--- config.mk ---
export PLATFORM = sky130hd
export DESIGN_NAME = pc_counter
export DESIGN_NICKNAME = d
export VERILOG_FILES = /design/src/rtl/pc_counter.sv
export SDC_FILE = /design/constraint.sdc
export NUM_CORES = 1
export LEC_CHECK = 0
export ABC_CLOCK_PERIOD_IN_PS = 2200
export CAP_MARGIN = 5
export CORE_MARGIN = 5
export CORE_UTILIZATION = 46
export CTS_BUF_LIST = sky130_fd_sc_hd__clkbuf_4
export DETAILED_ROUTE_END_ITERATION = 8
export PLACE_DENSITY = 0.81
export SYNTH_ARGS = -nofsm -noshare
export SYNTH_HDL_FRONTEND = slang
export SYNTH_SLANG_ARGS = --single-unit
--- constraint.sdc ---
create_clock -name clk -period 2.2 [get_ports clk]
set_input_delay 0.44 -clock clk [delete_from_list [all_inputs] [get_ports clk]]
set_output_delay 0.44 -clock clk [all_outputs]
set_load 0.05 [all_outputs]
--- src/rtl/pc_counter.sv ---
// Program counter: holds a WIDTH-bit fetch address with increment, jump load, and halt/resume/single-step control.
// Latency: one cycle. out and halted update on the edge that samples the inputs. There is no backpressure; inputs are sampled every edge.
// Optional: define PC_WRAP_FLAG_EN to add a registered one-cycle wrap pulse for all-ones -> 0 increments.
module pc_counter #(
    parameter int WIDTH = 16
) (
    input  logic             clk,
    input  logic             reset,
    input  logic [WIDTH-1:0] in,
    input  logic             load,
    input  logic             en,
    input  logic             halt_req,
    input  logic             resume,
    input  logic             step,
    output logic [WIDTH-1:0] out,
`ifdef PC_WRAP_FLAG_EN
    output logic             wrap,
`endif
    output logic             halted
);

    typedef enum logic {
        RUN  = 1'b0,
        HALT = 1'b1
    } state_t;

    state_t           state;
    state_t           state_nxt;
    logic [WIDTH-1:0] out_nxt;
    logic             inc;

    always_ff @(posedge clk) begin
        if (reset) begin
            state <= RUN;
            out   <= '0;
        end else begin
            state <= state_nxt;
            out   <= out_nxt;
        end
    end

    // load wins in both states. A state change never coincides with an increment.
    always_comb begin
        state_nxt = state;
        out_nxt   = out;
        inc       = 1'b0;
        case (state)
            RUN: begin
                if (load) begin
                    out_nxt = in;
                end else if (halt_req) begin
                    state_nxt = HALT;
                end else if (en) begin
                    inc = 1'b1;
                end
            end
            HALT: begin
                if (load) begin
                    out_nxt = in;
                end else if (resume) begin
                    state_nxt = RUN;
                end else if (step) begin
                    inc = 1'b1;
                end
            end
            default: state_nxt = RUN;
        endcase
        if (inc) begin
            out_nxt = out + 1'b1;
        end
    end

    assign halted = (state == HALT);

`ifdef PC_WRAP_FLAG_EN
    always_ff @(posedge clk) begin
        if (reset) begin
            wrap <= 1'b0;
        end else begin
            wrap <= inc && (out == {WIDTH{1'b1}});
        end
    end
`endif

endmodule
Word-level counts from Yosys, hierarchy flattened
Index checks and enable logic that the tools add are counted.
Widths: inputs -> output; s select.
Word-level totals
  register bits: 17
  input bits: 23
  output and inout bits: 17
  word-level logic and storage cells: 19
Cells by class
  add/subtract/negate cells: 1
  multiplexer cells: 14
  bitwise operators: 1
  reduce and logical (&&, ||, !) cells: 1
Operators with widths (number)
  $mux 16: 2
  $add 16x1->16 const B: 1
  $mux 1: 10
  $pmux 1 s2: 2
  $reduce_bool 2->1: 1
  $not 1->1: 1

Logic depth before layout (Yosys ltp)
Gate-level depths: netlist of run 1.
  word-level depth: 5
  depth in mapped cells: 5
  gate-level depth less buffers: 5

Least setup slack after synthesis of run 1
No wires, ideal clock.
  kind: register -> register
  from: reg out[0]
  to: reg out[12]
  library setup time: 0.120 ns
  arrival: 1.899 ns
  data required time: 2.080 ns
  path slack: 0.181 ns
  cell stages (with the launch flop): 6
  path buffers: 0
  period minus slack after synthesis: 2.019 ns
  cell sequence: dfxtp_1 ha_1 nand4b_1 a211oi_1 a21boi_1 o31a_1
On the way
  cells in the longest elaborated chain, start to end: 2
RTL lines
  start: declaration: RTL line 15  | output logic [WIDTH-1:0] out,
  start signal: assignment: RTL line 38  | out <= out_nxt;
  $add 16x1->16: RTL line 69  | out_nxt = out + 1'b1;
  $mux 16: RTL line 68  | if (inc) begin
No other way between the ends.
A chain may end at the register's enable or synchronous reset.

Worst setup path after layout of run 1
  from: reg out[2]
  to: out out[2]
No word-level cell between the ends.

==> results of run 1 <==
==> metal layers <==
metal  GRT usage, %  part of all wire [%]  up-vias  wire length [um]
met2           30.4                    50       42              1490
met1           21.6                    43      565              1280
met5              0                     0        -                 0
met4           9.18                   1.5        0                45
li1               -                     -      613                 -
met3           2.38                   5.8        5               172
==> synth_stat cells, drive strengths merged, types with 4 or more instances <==
master	n	area share, %
clkbuf	6	2.0
nand2	12	4.0
inv	11	3.6
a21oi	15	6.6
dfxtp	17	30
nand3	7	3.1
o21a	7	4.6
a211oi	5	3.3
xor2	6	4.6
nor2	5	1.7
nand4	4	2.2
nor3	7	3.1
==> cell type report <==
cell class	instances	area [um2]	share of cell area, %
timing repair buffer	47	463	28.4
multi-input combinational	108	718	44.1
inverter	11	41.3	2.53
sequential	17	340	20.9
clock buffer	4	30.0	1.84
tap	30	37.5	2.30
==> placed cells by master (no fill, tap or decap), drive strengths merged <==
cell type | Yosys | layout
nand4bb | 1 | 1
nand3 | 7 | 7
dfxtp | 17 | 17
o21ai | 3 | 3
nor4 | 3 | 3
o311a | 1 | 1
or3 | 1 | 1
nand4 | 4 | 4
nand2 | 12 | 12
mux2i | 3 | 3
clkbuf | 6 | 4
or3b | 2 | 2
nor2b | 3 | 3
xor2 | 6 | 6
a2111oi | 2 | 2
and3b | 1 | 1
nor3 | 7 | 7
a21boi | 1 | 1
nor2 | 5 | 5
and3 | 3 | 3
nand4b | 1 | 1
a211oi | 5 | 5
o21a | 7 | 7
ha | 1 | 1
or4b | 1 | 1
buf | 2 | 8
o22a | 1 | 1
nand3b | 3 | 3
a21oi | 15 | 15
a21o | 1 | 1
o31ai | 1 | 1
nor3b | 1 | 1
o31a | 2 | 2
inv | 11 | 11
o211ai | 2 | 2
clkdlybuf4s50 | 0 | 39
xnor2 | 2 | 2
==> worst min-delay path by stage <==
| stage | startpoint | end | slack (ps) | cells past startpoint |
|---|---|---|---|---|
| CTS | halted | halted | 560 | 2 |
| global route | halted | halted | 620 | 2 |
| detailed placement | halted | halted | 540 | 2 |
| finish | halted | halted | 570 | 2 |
| global placement | halted | halted | 520 | 2 |
| floorplan | halt_req | halted | 580 | 2 |
==> worst min-delay path: cells and delay by family (launching register included) <==
kind / cells / cell delay, ps
flops: 1 / 370
compound gates: 2 / 150
==> stage by stage <==
stage	cell area [um2]	worst slack (ps)	util [%]
3_5_place_dp	1600	-127	66.4
5_1_grt	1630	39.1	67.7
4_1_cts	1630	92.9	67.7
3_3_place_gp	1600	-67.1	66.4
6_report	1630	101	67.7
2_1_floorplan	1140	181	-
==> kinds of logic after synthesis <==
logic type / after synthesis / synth area share [%]
compound gates: 41 / 26.1
xor+xnor: 8 / 6.16
fa+ha+maj: 1 / 1.10
buf+inv: 19 / 6.93
flops: 17 / 29.9
mux: 3 / 2.64
simple gates: 55 / 27.2
==> where the power goes <==
| group | internal, W | switching (W) |
|---|---|---|
| combinational | 0.000117 | 0.000143 |
| clock | 0.0000829 | 0.000102 |
| sequential | 0.000330 | 0.0000333 |
==> sequential cells by signal, summed over array words and instances, names as in the netlist <==
signal	count
out	16
halted	1
==> impl_metrics.toml, run 1 <==
[run_status]
status = "completed"

[cts]
cts.clk_slew.worst_paths_ps = 100
cts_root_buffer = "clkbuf_4"
cts-resized-gates = 0
post_cts_buffers = 0
cts_buffer_depth = 2
cts_tree = "built"
clk_latency_ps = 290
cts_buffers = 3
htreeDepth = 1
cts.sinks = 17
hold_buffers = 0

[grt]
grt_max_degree = 42
grt_pass1_wl_um = 4930
grt_pass1_vias = 1164
grt-ovfl-total = 0
antenna_found_initial = 0
grt_usage_pct = 17.8

[setup_path]
cp.arrival_ps = 1660
cpMaxStageDelayCell = "clkdlybuf4s50_1"
reg2reg_to = "out[7]"
ff2ff_setup_slack_ps = 430
crit_type = "reg2out"
critical_path.startpoint = "out[2]"
startpoint_type = "register"
critPathBufInv = 1
cpPeakStageDelay_ps = 860
rr_startpoint = "halted"
worstPathCellList = "clkdlybuf4s50_1"
path_delay_family = "buffers and inverters"
reg2reg_depth = 5
cp_max_fo = 9
end_kind = "primary output"
path_depth = 1
crit_end = "out[2]"
required_ps = 1760

[floorplanning]
rows = 18
die_w_um = 59.7
initial_core_util_pct = 47.2
chipHeight_um = 59.7
ioPinCount = 40
dieArea_mm2 = 0.00357
fp.coreArea_mm2 = 0.00241

[route]
num_vias = 1225
ant_nets = 0
dr.pass1.iters = 4
wire_per_inst_um = 13.8
drc_errors = 0
routed_via_density = 5.65
wl_um = 2990
drtIter0Drc = 36

[synthesis]
synthesis.area_mm2 = 0.00114
synthesis.nets = 168
ys_warn_count = 0
synth_edf_count = 0
ys.flop_type = "dfxtp_1"
ys_ff_latch = 17
ys_seq_area_share_pct = 29.9
synth_cells = 144
ys_types = 40
postSynthAreaPerCell_um2 = 7.90
synth-async-reset-ratio_pct = 0

[pwr]
vdd_ir_drop_max_mv = 0.325
power_density_mw_per_mm2 = 497
p_total_w = 0.000810
power_leakage_nw = 0.618

[finish]
area_growth_pct = 43.3
drive_gt1_share_pct = 8.56
fill_cells = 197
diodes = 0
layoutNonFillerInstCount = 217
nets = 212

[place]
place_inst = 213
place_hpwl_um = 2290
place.gp.congestion = 0.817
numPortBuffers = 39

[sta]
fin_setup_tns_ps = 0
grt_setup_unrepaired = "no"
period_share_pct = 95.4
fmax_ghz = 0.476
hold_viol_final = 0
hold_slack_ps = 566
skew_ps = 4.17
drv_slew = 0
worst_pin_slew_ps = 513
period_needed_ps = 2100
setup_viol = 0
slew-limit-headroom_pct = 65.7

[hold_path]
hold_class = "reg2reg"

[job]
maxCapViolCount = 0
Note: power is estimated with default switching activity, not from simulation.
==> run 2: changes to the inputs <==
CAP_MARGIN = default   (was 5)
CORE_MARGIN = default   (was 5)
CORE_UTILIZATION = 35   (was 46)
PLACE_DENSITY = default   (was 0.81)
==> impl_metrics.toml, run 2 (synthesized netlist as in run 1, its figures left out) <==
[route]
drtIter0Drc = 46
wl_um = 2960
routed_via_density = 5.25
ant_nets = 0
drc_errors = 0
dr.pass1.iters = 4
wire_per_inst_um = 12.7
num_vias = 1218

[finish]
largest_reg_flops = 16
layoutNonFillerInstCount = 232
final_cell_mix = "39 x clkdlybuf4s50_1, 17 x dfxtp_1, 15 x a21oi_1"
diodes = 0
area_growth_pct = 44.4
drive_gt1_share_pct = 9.04
nets = 213
final_common_cell = "clkdlybuf4s50_1"
multi_input_area_um2 = 718
regArea_um2 = 340
fill_cells = 303
fin_area_mm2 = 0.00164
top_register = "out"

[cts]
cts.sinks = 17
cts.clk_slew.worst_paths_ps = 110
cts_buffer_depth = 2
clk_latency_ps = 300
hold_buffers = 0
htreeDepth = 1
cts_root_buffer = "clkbuf_4"
post_cts_buffers = 0
cts-resized-gates = 0
cts_tree = "built"
cts_buffers = 3

[setup_path]
path_delay_family = "buffers and inverters"
cpPeakStageDelay_ps = 850
crit_type = "reg2out"
cp_max_fo = 7
cpMaxStageDelayCell = "clkdlybuf4s50_1"
reg2reg_depth = 4
end_kind = "primary output"
required_ps = 1760
path_depth = 1
startpoint_type = "register"
critPathBufInv = 1
worstPathCellList = "clkdlybuf4s50_1"
cp.arrival_ps = 1630

[grt]
grt-ovfl-total = 0
antenna_found_initial = 0
grt_usage_pct = 17.3
grt_max_degree = 25
grt_pass1_vias = 1039
grt_pass1_wl_um = 4570

[pwr]
vdd_ir_drop_max_mv = 0.236
power_leakage_nw = 0.618
power_density_mw_per_mm2 = 494
p_total_w = 0.000811

[floorplanning]
fp.coreArea_mm2 = 0.00308
die_w_um = 59.0
ioPinCount = 40
rows = 20
chipHeight_um = 59.0
dieArea_mm2 = 0.00348
initial_core_util_pct = 37.0

[sta]
drv_slew = 0
fmax_ghz = 0.483
period_needed_ps = 2070
hold_slack_ps = 569
grt_setup_unrepaired = "no"
setup_viol = 0
slew-limit-headroom_pct = 65.7
worst_pin_slew_ps = 513
period_share_pct = 94.2
hold_viol_final = 0
skew_ps = 6.01

[place]
place_inst = 228
post_dp_cell_area_mm2 = 0.00161
numPortBuffers = 39
place_hpwl_um = 2200
place.gp.congestion = 0.780

[hold_path]
hold_class = "reg2reg"
hold_depth = 2

[run_status]
status = "completed"

[job]
maxCapViolCount = 0
-- run 2: area by class of cell --
cell class / instances / area share (%)
multi-input cells: 108 / 43.7
well taps: 44 / 3.35
repair buffers: 48 / 27.9
flip-flops and latches: 17 / 20.7
clock buffers: 4 / 1.83
inverters: 11 / 2.51
-- run 2: worst paths after layout --
kind	startpoint	end	slack [ps]
max	out[3]	out[3]	130
min	halted	halted	570
max reg2reg	halted	out[15]	450
min reg2reg	halted	halted	570
-- run 2: per-stage QoR --
| stage | worst slack (ps) | setup TNS [ps] | utilization (%) |
|---|---|---|---|
| 2_1_floorplan | 181 | 0 | - |
| 3_3_place_gp | -79.8 | -224 | 52.4 |
| 3_5_place_dp | -104 | -276 | 52.4 |
| 4_1_cts | 111 | 0 | 53.4 |
| 5_1_grt | 36.3 | 0 | 53.4 |
| 6_report | 128 | 0 | 53.4 |
-- run 2: tightest hold or removal path, stage by stage, from the launching register on --
cell and delay, ps:
dfxtp_1 370, o21ai_0 90, a21oi_1 60
-- run 2: report_power, final --
group          leakage, nW  total [W]  internal (W)  switching [W]
logic                0.459   0.000262      0.000117       0.000145
registers            0.141   0.000360      0.000330      0.0000301
clock network       0.0184   0.000189     0.0000830       0.000106
-- run 2: layer usage --
| metal | part of all wire (%) | track usage [%] |
|---|---|---|
| met2 | 45 | 26.3 |
| met5 | 0 | 0 |
| met1 | 49 | 23.5 |
| met4 | 0.91 | 7.14 |
| met3 | 5.5 | 3.93 |
==> run 3: changes to the inputs <==
CORE_MARGIN = 1   (was default)
SKIP_CTS_REPAIR_TIMING = 1   (was default)
==> results of run 3 <==
Same layout as run 2: the final DEF is identical, and so are final timing and power.
